## src/rtl/adc_12bit_spi_pkg.sv

```systemverilog
// rtl/adc_12bit_spi_pkg.sv - shared state encoding and frame constants for the ADC SPI reader
package adc_12bit_spi_pkg;

  // State encoding is visible on debug_states, so the values are fixed
  typedef enum logic [3:0] {
    ST_IDLE     = 4'd0,
    ST_SETUP    = 4'd1,
    ST_SHIFT_HI = 4'd2,
    ST_SHIFT_LO = 4'd3,
    ST_HOLD     = 4'd4
  } state_t;

  localparam int DATA_BITS = 12;
  // Width of the bit counter and of the timing counter load values
  localparam int CNT_W = 8;

  // Total sck rises per frame: discarded lead bits followed by the data word
  function automatic int frame_bits(input int lead_bits);
    return lead_bits + DATA_BITS;
  endfunction

endpackage

```

## src/rtl/spi_sck_gen.sv

```systemverilog
// rtl/spi_sck_gen.sv - loadable half-period counter producing a tick every SCK_DIV cycles
module spi_sck_gen #(
  parameter int SCK_DIV = 3,
  parameter int W       = 8
) (
  input  logic         clk,
  input  logic         rst,
  input  logic         load,
  input  logic [W-1:0] load_val,
  output logic         tick
);

  localparam logic [W-1:0] RELOAD = W'(SCK_DIV - 1);

  logic [W-1:0] cnt;

  // A load sets the next tick load_val cycles out; afterwards it free-runs at SCK_DIV
  always_ff @(posedge clk) begin
    if (rst) begin
      cnt <= '0;
    end else if (load) begin
      cnt <= load_val - W'(1);
    end else if (cnt == '0) begin
      cnt <= RELOAD;
    end else begin
      cnt <= cnt - W'(1);
    end
  end

  assign tick = (cnt == '0);

endmodule

```

## src/rtl/adc_12bit_spi.sv

```systemverilog
// rtl/adc_12bit_spi.sv - SPI master reading one 12-bit ADC conversion per frame
module adc_12bit_spi
  import adc_12bit_spi_pkg::*;
#(
  parameter int SCK_DIV   = 3,
  parameter int CS_SETUP  = 3,
  parameter int CS_IDLE   = 6,
  parameter int LEAD_BITS = 2
) (
  input  logic        clk12MHz,
  input  logic        rst,
  input  logic        start,
  input  logic        sdi,
  output logic        cs,
  output logic        sck,
  output logic [11:0] sample,
  output logic        sample_valid,
  output logic        busy,
  output logic [3:0]  debug_states
);

  localparam int FRAME_BITS = frame_bits(LEAD_BITS);
  // HOLD needs at least one cycle to exist as a state
  localparam int HOLD_CYC   = (CS_IDLE < 1) ? 1 : CS_IDLE;

  localparam logic [CNT_W-1:0] FRAME_LOAD = CNT_W'(FRAME_BITS);
  localparam logic [CNT_W-1:0] SETUP_LOAD = CNT_W'(CS_SETUP);
  localparam logic [CNT_W-1:0] HOLD_LOAD  = CNT_W'(HOLD_CYC);
  localparam logic [CNT_W-1:0] DATA_LAST  = CNT_W'(DATA_BITS);

  state_t            state, state_n;
  logic              cs_n, sck_n, valid_n, capture;
  logic [CNT_W-1:0]  bits, bits_n;
  logic [11:0]       shreg, shreg_n, sample_n;
  logic              gen_load, tick;
  logic [CNT_W-1:0]  gen_val;

  spi_sck_gen #(
    .SCK_DIV (SCK_DIV),
    .W       (CNT_W)
  ) u_sck_gen (
    .clk      (clk12MHz),
    .rst      (rst),
    .load     (gen_load),
    .load_val (gen_val),
    .tick     (tick)
  );

  // Next-state, pin and datapath decisions; every sck 0->1 edge is also the sdi sampling edge
  always_comb begin
    state_n  = state;
    cs_n     = cs;
    sck_n    = sck;
    bits_n   = bits;
    shreg_n  = shreg;
    sample_n = sample;
    valid_n  = 1'b0;
    capture  = 1'b0;
    gen_load = 1'b0;
    gen_val  = SETUP_LOAD;
    case (state)
      ST_IDLE: begin
        if (start) begin
          state_n  = ST_SETUP;
          cs_n     = 1'b0;
          bits_n   = FRAME_LOAD;
          gen_load = 1'b1;
          gen_val  = SETUP_LOAD;
        end
      end
      ST_SETUP: begin
        if (tick) begin
          state_n = ST_SHIFT_HI;
          sck_n   = 1'b1;
          capture = 1'b1;
        end
      end
      ST_SHIFT_HI: begin
        if (tick) begin
          state_n = ST_SHIFT_LO;
          sck_n   = 1'b0;
        end
      end
      ST_SHIFT_LO: begin
        if (tick) begin
          if (bits != '0) begin
            state_n = ST_SHIFT_HI;
            sck_n   = 1'b1;
            capture = 1'b1;
          end else begin
            state_n  = ST_HOLD;
            cs_n     = 1'b1;
            sample_n = shreg;
            valid_n  = 1'b1;
            gen_load = 1'b1;
            gen_val  = HOLD_LOAD;
          end
        end
      end
      ST_HOLD: begin
        if (tick) begin
          state_n = ST_IDLE;
        end
      end
      default: begin
        state_n = ST_IDLE;
      end
    endcase
    // Lead bits arrive while more than DATA_BITS remain and never reach the shift register
    if (capture) begin
      bits_n = bits - CNT_W'(1);
      if (bits <= DATA_LAST) begin
        shreg_n = {shreg[10:0], sdi};
      end
    end
  end

  // State and output registers; reset abandons any partial frame without a valid pulse
  always_ff @(posedge clk12MHz) begin
    if (rst) begin
      state        <= ST_IDLE;
      cs           <= 1'b1;
      sck          <= 1'b0;
      bits         <= '0;
      shreg        <= '0;
      sample       <= '0;
      sample_valid <= 1'b0;
    end else begin
      state        <= state_n;
      cs           <= cs_n;
      sck          <= sck_n;
      bits         <= bits_n;
      shreg        <= shreg_n;
      sample       <= sample_n;
      sample_valid <= valid_n;
    end
  end

  assign busy         = (state != ST_IDLE);
  assign debug_states = state;

endmodule

```

## config.mk

```make
export PLATFORM = sky130hd
export DESIGN_NAME = adc_12bit_spi
export DESIGN_NICKNAME = d
export VERILOG_FILES = /design/src/rtl/adc_12bit_spi_pkg.sv /design/src/rtl/spi_sck_gen.sv /design/src/rtl/adc_12bit_spi.sv
export SDC_FILE = /design/constraint.sdc
export NUM_CORES = 1
export LEC_CHECK = 0
export CAP_MARGIN = 20
export CELL_PAD_IN_SITES_DETAIL_PLACEMENT = 0
export CELL_PAD_IN_SITES_GLOBAL_PLACEMENT = 1
export CORE_ASPECT_RATIO = 0.8
export CORE_MARGIN = 3
export CORE_UTILIZATION = 40
export CTS_BUF_LIST = sky130_fd_sc_hd__clkbuf_4 sky130_fd_sc_hd__clkbuf_8
export DETAILED_ROUTE_END_ITERATION = 6
export MAX_ROUTING_LAYER = met4
export PLACE_DENSITY_LB_ADDON = 0.1
export SLEW_MARGIN = 20
export SYNTH_ARGS = -nofsm -noshare
export SYNTH_HDL_FRONTEND = slang
export SYNTH_HIERARCHICAL = 1
export SYNTH_SLANG_ARGS = --single-unit
export TNS_END_PERCENT = 30
```

## constraint.sdc

```tcl
create_clock -name clk12MHz -period 2.3 [get_ports clk12MHz]
set_input_delay 0.46 -clock clk12MHz [delete_from_list [all_inputs] [get_ports clk12MHz]]
set_output_delay 0.46 -clock clk12MHz [all_outputs]
set_load 0.005 [all_outputs]
```

======== Word level (Yosys, flattened, before mapping) ========
Cells that the tools add are included.
storage, ports and cells
  register bits after elaboration ......... 47
  ROM bits ................................ 0
  memories kept ........................... 0
  latch bits .............................. 0
  memory bits (writable) .................. 0
  output and inout port bits .............. 20
cells by class
  equal/unequal tests ..................... 11
  order comparisons ....................... 1
  div/mod/pow operators ................... 0
  reductions and logical operators ........ 15
  add/sub/neg operators ................... 3
  bitwise operators ....................... 2
  mux-type cells .......................... 32
  multipliers ............................. 0
  shifts and indexed selects .............. 0
operators with widths
  cell                                                                              count
  8-bit two-way mux                                                                 5
  4-bit two-way mux                                                                 5
  4-bit case mux with 5 select lines                                                1
  8-bit by 1-bit subtractor with 8-bit output, second input constant                2
  2-bit != test, second input constant                                              7
  1-bit two-way mux                                                                 13
  3-bit two-way mux                                                                 4
  5-bit AND reduction                                                               2
  4-bit by 2-bit equality test with 1-bit output, second input constant             2
  8-bit by 4-bit less-or-equal comparator with 1-bit output, second input constant  1
  8-bit logical NOT                                                                 1
  8-bit nonzero test                                                                1
  1-bit case mux with 2 select lines                                                3
  2-bit nonzero test                                                                3
  4-bit by 1-bit equality test with 1-bit output, second input constant             1
  4-bit by 3-bit equality test with 1-bit output, second input constant             1
  4-bit logical NOT                                                                 1
  2-bit AND reduction                                                               2
  4-bit AND reduction                                                               1
  4-bit nonzero test                                                                1
  3-bit by 1-bit subtractor with 4-bit output, second input constant                1
  1-bit case mux with 3 select lines                                                1
  3-bit AND reduction                                                               1
  3-bit nonzero test                                                                1
  2 further kinds                                                                   3

======== Longest topological paths before layout ========
Gate-level depths: netlist of run 1.
  depth after elaboration ................. 6
  depth in mapped cells ................... 14

======== By module ========
Netlist of run 1, hierarchy kept.
by module, submodules not included
  module         seq. area each (µm²)  times used  area an instance (µm²)  cells an instance
  adc_12bit_spi  760.7                 1           1605.3                  168
  spi_sck_gen    160.2                 1           533.0                   61

======== Worst setup path before layout of run 1 ========
OpenSTA, ideal clock, no wires.
  path kind ............................... reg2reg
  from .................................... register u_sck_gen.cnt[0]
  to ...................................... register u_sck_gen.cnt[6]
  arrival time ............................ 2.463 ns
  cell stages (with the launch flop) ...... 14
  path slack .............................. -0.255 ns
  clock period less this slack ............ 2.555 ns
  cell sequence ........................... dfxtp_1 inv_1 ha_1 nor3b_1 and2_1 and3b_1 buf_2 nand3_2 buf_2 nand2_1 clkbuf_1 a21oi_1 nand2b_1 o32ai_1
between the ends
  longest elaborated chain between the ends .. 5
  elaborated cells between the ends (all ways) .. 9
  classes of those cells .................. add/sub (2); mux (6); reduce/logical (1)
ends and longest elaborated chain
  item                                         RTL line             source
  start, declared                              spi_sck_gen.sv:15    logic [W-1:0] cnt;
  start signal, assigned                       spi_sck_gen.sv:22    cnt <= load_val - W'(1);
  start signal, assigned                       spi_sck_gen.sv:26    cnt <= cnt - W'(1);
  8-bit logical NOT                            spi_sck_gen.sv:30    assign tick = (cnt == '0);
  via tick                                     adc_12bit_spi.sv:35  logic gen_load, tick;
  3-bit two-way mux                            adc_12bit_spi.sv:85  if (tick) begin
  3-bit two-way mux                            n/a
  via gen_val[0]                               adc_12bit_spi.sv:36  logic [CNT_W-1:0] gen_val;
  3-bit by 1-bit subtractor with 4-bit output  spi_sck_gen.sv:22
  8-bit two-way mux                            spi_sck_gen.sv:21    end else if (load) begin
The timed path passes the listed nets, and every way through them passes these cells.
A chain may end at the register's enable or synchronous reset.

======== Worst setup path after layout of run 1 ========
  from .................................... register u_sck_gen.cnt[6]
  to ...................................... register u_sck_gen.cnt[2]
The elaborated chain is that of the path after synthesis.

==> flow_summary_export.csv, run 1 <==
group,metric,value,unit
timing,clock.fmax,0.471,GHz
global_routing,grt_pass1_wl,7420,microns
floorplanning,die_y,71.4,microns
critical_path,crit_start,"u_sck_gen/cnt[6]$_SDFF_PP0_",
flow_run,cap_violations,0,
drt,viasPerCell,5.06,
clock_tree,cts_max_path_buffers,2,
drt,top_layer,"met4",
floorplanning,die_area,6260,sq um
yosys,synth.top_cells.by_count,"dfxtp_1 (46), nor2_1 (34), mux2i_1 (24), inv_1 (11), nand2_1 (9)",
global_routing,gr-usage-all-layers,15.1,%
timing,finalHoldViolCount,0,
clock_tree,clk_pin_slew,0.08,ns
critical_path,r2r_setup_slack,0.18,ns
yosys,netlist.area_leader.share,43.1,%
power_and_ir_drop,p_per_area,970,nW/um^2
yosys,synth_edf_count,0,
min_path,hold_depth,2,
timing,finalCritPeriodShare,92.2,%
global_routing,grt_max_degree,19,
finish,layout.cells.non_filler,337,
min_path,hold_class,"flip-flop to flip-flop",
floorplanning,io_pins,24,
timing,finalWorstSetupSlack,0.179,ns
critical_path,crit_required,2.53,ns
place,port_buffers,22,
critical_path,r2r-end,"u_sck_gen/cnt[2]$_SDFF_PP0_",
finish,drive_gt1_share,13.1,%
place,placed_cell_area,2530,sq um
global_routing,antenna_found_initial,0,
clock_tree,clock-sinks,46,
finish,antenna_cells,0,
clock_tree,numCtsBuffers,5,
drt,drt-met1-wl,2340,microns
drt,drtIter0Drc,62,
timing,maxSlewHeadroom,62.0,%
outcome,run_status,"finished clean",
global_routing,grt-ovfl-total,0,
yosys,ys_warn_count,6,
critical_path,worstRegToRegCells,9,
drt,drc,0,
power_and_ir_drop,p_leak,1.23,nW
timing,fin_worst_skew,0.00650,ns
yosys,postSynthCellCount,229,
min_path,min_to,"cs$_SDFFE_PP1P_",
place,gp_congestion,0.830,
clock_tree,htree_levels,2,
floorplanning,die_w,87.7,microns
critical_path,r2r_start,"u_sck_gen/cnt[6]$_SDFF_PP0_",
clock_tree,root_buffer,"clkbuf_8",
yosys,synth-seq-cells,46,
finish,syn2layout_area_growth,26.6,%
yosys,syn_area,2140,sq um
place,place_inst,324,
floorplanning,coreArea,5090,sq um
place,place_ws,0.0147,ns
critical_path,worst_setup_path_end_kind,"flip-flop",
yosys,synth_top_flop_cell,"dfxtp_1",
yosys,synth_top_area_cell,"dfxtp_1",
timing,fin_crit,2.12,ns
drt,dr_total_vias,1706,
critical_path,cp-start-kind,"flip-flop",
timing,setup_viol,0,
timing,final_max_slew_viol_count,0,
yosys,ys_types,45,
finish,design_area,2710,sq um
timing,rsz0062_at_grt,"true",
yosys,ys_seq_area_share,43.1,%
critical_path,worstPathArrival,2.35,ns
drt,ant_nets,0,
yosys,synth-async-reset-ratio,0,%
finish,finish.utilization,53.1,%
clock_tree,worstSkewPairLatency,0.29,ns
power_and_ir_drop,power,2.62,mW
yosys,synthTopCellsByArea,"dfxtp_1 (43%), mux2i_1 (11%), nor2_1 (6.0%)",
clock_tree,cts_tree,"yes",
timing,worst_slew_pin_slew,0.562,ns
place,dpl.hpwl,3030,microns
drt,route.detailed.wl_per_inst,12.8,microns
floorplanning,start_util,42.0,%
power_and_ir_drop,peakVddDrop,420,uV
min_path,min_from,"cs$_SDFFE_PP1P_",
clock_tree,cts_hold_buffers,0,
yosys,synth.avg_cell_area,9.34,sq um
floorplanning,row_count,23,
timing,fin_hold_ws,0.485,ns
timing,fin_setup_tns,0,ns
finish,num-nets-final,282,
critical_path,cp_max_fo,7,
drt,wl_met3,156,microns
drt,routed_wl,4300,microns
global_routing,grt_pass1_vias,1542,
drt,wl_met2,1790,microns
critical_path,crit_type,"flip-flop to flip-flop",
yosys,synth.most_common_cell,"dfxtp_1",
drt,dr.pass1.iters,4,
cell usage in the layout, fill, tap and decap left out, types with 2 or more instances in the layout:
| master | instances |
|---|---|
| dfxtp_1 | 46 |
| nor2_1 | 34 |
| mux2i_1 | 24 |
| clkdlybuf4s50_1 | 22 |
| conb_1 | 16 |
| buf_4 | 13 |
| inv_1 | 11 |
| nand2_1 | 9 |
| nor3_1 | 8 |
| xor2_1 | 8 |
| nand3_1 | 6 |
| a21oi_1 | 6 |
| nor3b_1 | 5 |
| a31oi_1 | 5 |
| clkbuf_8 | 5 |
| ha_1 | 4 |
| xnor2_1 | 4 |
| nor4_1 | 3 |
| a211oi_1 | 3 |
| a22oi_1 | 3 |
| nor4_4 | 2 |
| or3_1 | 2 |
| nor2b_1 | 2 |
| nand2b_1 | 2 |
| nor4b_1 | 2 |
| o32ai_1 | 2 |
report_power, final:
part | leakage [nW] | internal (mW) | total, mW | switching, mW
registers | 0.374 | 0.908 | 1.05 | 0.141
logic | 0.801 | 0.485 | 0.972 | 0.487
clock network | 0.0548 | 0.336 | 0.604 | 0.268
total | 1.23 | 1.73 | 2.62 | 0.896
flip-flops by register name (all words and copies together), names as in the netlist:
name / count
sck: 1
cs: 1
shreg: 12
sample: 12
bits: 8
debug_states: 3
u_sck_gen/cnt: 8
sample_valid: 1
worst max-delay path by stage:
stage	endpoint	slack, ns	cells after the start
after floorplan	u_sck_gen/cnt[6]$_SDFF_PP0_	0.003	13
after CTS	u_sck_gen/cnt[2]$_SDFF_PP0_	0.07	11
after detailed placement	bits[4]$_SDFFE_PP0P_	0.01	8
final	u_sck_gen/cnt[2]$_SDFF_PP0_	0.18	9
after global routing	u_sck_gen/cnt[2]$_SDFF_PP0_	-0.04	11
after global placement	bits[4]$_SDFFE_PP0P_	0.08	8
worst max-delay path, cell delays in order, from the launching register on:
cell	delay, ns
dfxtp_1	0.33
nor4_2	0.41
and2_4	0.26
and3b_2	0.27
nand3_2	0.14
buf_6	0.18
inv_1	0.11
xor2_1	0.17
a22oi_1	0.10
nor2_1	0.08
cell families (layout without fill, tap and decap cells):
family          Yosys count  after routing  synth area share [%]
flops                    46             46                  43.1
other cells               2             16                 0.351
simple gates             86             86                  22.2
xor+xnor                 12             12                  4.92
compound gates           30             30                  10.5
mux                      25             25                  11.8
fa+ha+maj                 4              4                  2.34
buf+inv                  24             56                  4.86
layer usage:
layer	GRT usage (%)	vias to the layer above
li1	-	876
met3	3.68	2
met5	-	-
met2	20.2	25
met1	22.4	803
met4	4.09	0
area by class of cell:
| cell class | instances | area, sq um |
|---|---|---|
| Clock inverter | 2 | 37.5 |
| Inverter | 11 | 41.3 |
| Sequential cell | 46 | 921 |
| Multi-Input combinational cell | 173 | 1200 |
| Tap cell | 62 | 77.6 |
| Fill cell | 482 | 2390 |
| Clock buffer | 6 | 76.3 |
| Timing Repair Buffer | 37 | 349 |
what timing repair did:
action | 4_1_cts | 5_1_grt
pin swaps | 0 | 0
resized for setup | 1 | 4
setup buffers | 0 | 5
setup endpoints to repair | 2 | 6
No activity file was read; power rests on OpenSTA's default activity.
==> run 2: changes to the inputs <==
--- a/config.mk
+++ b/config.mk
@@ -13,7 +13,7 @@
 export CORE_UTILIZATION = 40
 export CTS_BUF_LIST = sky130_fd_sc_hd__clkbuf_4 sky130_fd_sc_hd__clkbuf_8
 export DETAILED_ROUTE_END_ITERATION = 6
-export MAX_ROUTING_LAYER = met4
+export GPL_TIMING_DRIVEN = 0
 export PLACE_DENSITY_LB_ADDON = 0.1
 export SLEW_MARGIN = 20
 export SYNTH_ARGS = -nofsm -noshare
==> run 2 against run 1 <==
Net effect:
- die area stayed put
- first-iteration DRC count is 1.6% higher
- via count is 1.6% higher
- clock skew is 0.00065 ns lower
- non-clock buffer count is 6 higher
- clock power is 16% lower
- sequential power hardly changed
- wire length is 4.0% higher
- worst setup slack worse by 0.036 ns
- maximum frequency is 1.7% lower
- worst hold slack better by 0.0085 ns
- count of clock-buffer cells in the layout is 1 lower
- largest power group is now combinational logic
==> flow_summary_export.csv, run 2 (synthesized netlist as in run 1, its figures left out) <==
group,metric,value,unit
outcome,run_status,"finished clean",
power_and_ir_drop,p_leak,1.24,nW
finish,syn2layout_area_growth,29.3,%
clock_tree,root_buffer,"clkbuf_8",
drt,ant_nets,0,
drt,viasPerCell,5.05,
place,place_ws,-0.384,ns
timing,finalWorstSetupSlack,0.143,ns
global_routing,antenna_found_initial,0,
power_and_ir_drop,peakVddDrop,306,uV
timing,maxSlewHeadroom,38.8,%
critical_path,crit_type,"flip-flop to flip-flop",
global_routing,gr-usage-all-layers,15.1,%
clock_tree,htree_levels,2,
critical_path,crit_start,"u_sck_gen/cnt[0]$_SDFF_PP0_",
clock_tree,clk_pin_slew,0.09,ns
critical_path,cp-start-kind,"flip-flop",
drt,dr_total_vias,1733,
global_routing,grt_pass1_wl,7470,microns
timing,final_max_slew_viol_count,0,
clock_tree,worstSkewPairLatency,0.30,ns
floorplanning,die_w,87.7,microns
timing,finalCritPeriodShare,93.8,%
timing,fin_crit,2.16,ns
floorplanning,io_pins,24,
timing,worst_slew_pin_slew,0.905,ns
floorplanning,die_area,6260,sq um
floorplanning,coreArea,5090,sq um
timing,fin_setup_tns,0,ns
timing,fin_worst_skew,0.00584,ns
finish,antenna_cells,0,
global_routing,grt-ovfl-total,0,
finish,largest_registers,"sample: 12 flops, shreg: 12 flops",
clock_tree,numCtsBuffers,5,
min_path,min_from,"shreg[11]$_SDFFE_PP0P_",
timing,finalHoldViolCount,0,
finish,drive_gt1_share,14.2,%
floorplanning,die_y,71.4,microns
place,gp_congestion,0.807,
drt,drc,0,
clock_tree,cts_tree,"yes",
drt,route.detailed.wl_per_inst,13.0,microns
clock_tree,clock-sinks,46,
global_routing,grt_max_degree,16,
timing,clock.fmax,0.464,GHz
critical_path,crit_required,2.48,ns
critical_path,cp_max_fo,10,
place,place_inst,327,
min_path,hold_class,"flip-flop to flip-flop",
drt,dr.pass1.iters,4,
place,dpl.hpwl,3030,microns
drt,routed_wl,4470,microns
timing,setup_viol,0,
timing,rsz0062_at_grt,"false",
finish,num-nets-final,288,
flow_run,cap_violations,0,
power_and_ir_drop,power,2.62,mW
finish,layout.cells.non_filler,343,
drt,drtIter0Drc,63,
finish,final_common_cell,"dfxtp_1",
critical_path,r2r_start,"u_sck_gen/cnt[0]$_SDFF_PP0_",
global_routing,grt_pass1_vias,1547,
power_and_ir_drop,p_per_area,948,nW/um^2
clock_tree,cts_max_path_buffers,2,
finish,final_cell_mix,"dfxtp_1 (46), nor2_1 (34), mux2i_1 (24)",
floorplanning,row_count,23,
critical_path,worst_setup_path_end_kind,"flip-flop",
place,port_buffers,22,
floorplanning,start_util,42.0,%
critical_path,worstPathArrival,2.34,ns
## run 2: cell count changes in the layout (fill, tap and decap cells not counted), sizes merged
cell    delta
clkbuf     +4
clkinv     +2
buf        +1
bufinv     -1
## run 2: final timing paths
| kind | end | slack, ns | depth (start not counted) |
|---|---|---|---|
| setup / recovery | shreg[11]$_SDFFE_PP0P_ | 0.14 | 10 |
| hold / removal | sample[11]$_SDFFE_PP0P_ | 0.49 | 2 |
| setup reg to reg | shreg[11]$_SDFFE_PP0P_ | 0.14 | 10 |
| hold reg to reg | sample[11]$_SDFFE_PP0P_ | 0.49 | 2 |
## run 2: per-layer routing
metal  track usage [%]  vias up  wire length, microns
met5                 0        -                     0
met4              5.62        0                    46
met3              3.68        5                   213
met2              20.2       33                  1840
met1              23.1      805                  2380
li1                  -      890                     -
## run 2: critical path: stages (launching register included)
cell,delay [ns]
dfxtp_1,0.32
inv_1,0.10
ha_4,0.15
nor3b_4,0.24
and2_4,0.19
and3b_1,0.18
buf_6,0.14
nand4b_1,0.25
buf_6,0.27
mux2i_1,0.15
nor2_1,0.05
## run 2: layout make-up
type	instances	area (sq um)
fillers	488	2330
multi-input cells	173	1260
flip-flops and latches	46	921
repair buffers	30	280
plain buffers	13	95.1
well taps	62	77.6
clock buffers	5	68.8
inverters	11	41.3
clock inverters	3	21.3
## run 2: per-stage QoR
stage | utilization, % | area (sq um) | hold WS [ns]
final | 54.3 | 2760 | 0.493
after global placement | 49.3 | 2510 | 0.475
after detailed placement | 49.3 | 2510 | 0.477
after CTS | 52.6 | 2680 | 0.500
after floorplan | - | 2220 | 0.460
after global routing | 54.3 | 2760 | 0.535
## run 2: what timing repair did
action	CTS	global route
pin swaps	1	2
buffers inserted	3	5
setup endpoints to repair	9	19
hold buffers	0	0
hold endpoints to repair	0	0
gates resized for setup	9	10
## run 2: where the power goes
| group | internal [mW] | switching (mW) | total, mW |
|---|---|---|---|
| sequential | 0.908 | 0.134 | 1.04 |
| combinational | 0.529 | 0.542 | 1.07 |
| clock | 0.214 | 0.293 | 0.507 |
==> run 3: changes to the inputs <==
--- a/config.mk
+++ b/config.mk
@@ -14,6 +14,7 @@
 export CTS_BUF_LIST = sky130_fd_sc_hd__clkbuf_4 sky130_fd_sc_hd__clkbuf_8
 export DETAILED_ROUTE_END_ITERATION = 6
 export GPL_TIMING_DRIVEN = 0
+export HOLD_SLACK_MARGIN = 0.05
 export PLACE_DENSITY_LB_ADDON = 0.1
 export SLEW_MARGIN = 20
 export SYNTH_ARGS = -nofsm -noshare
==> results of run 3 <==
Same layout as run 2: the final DEF is identical, and so are final timing and power.
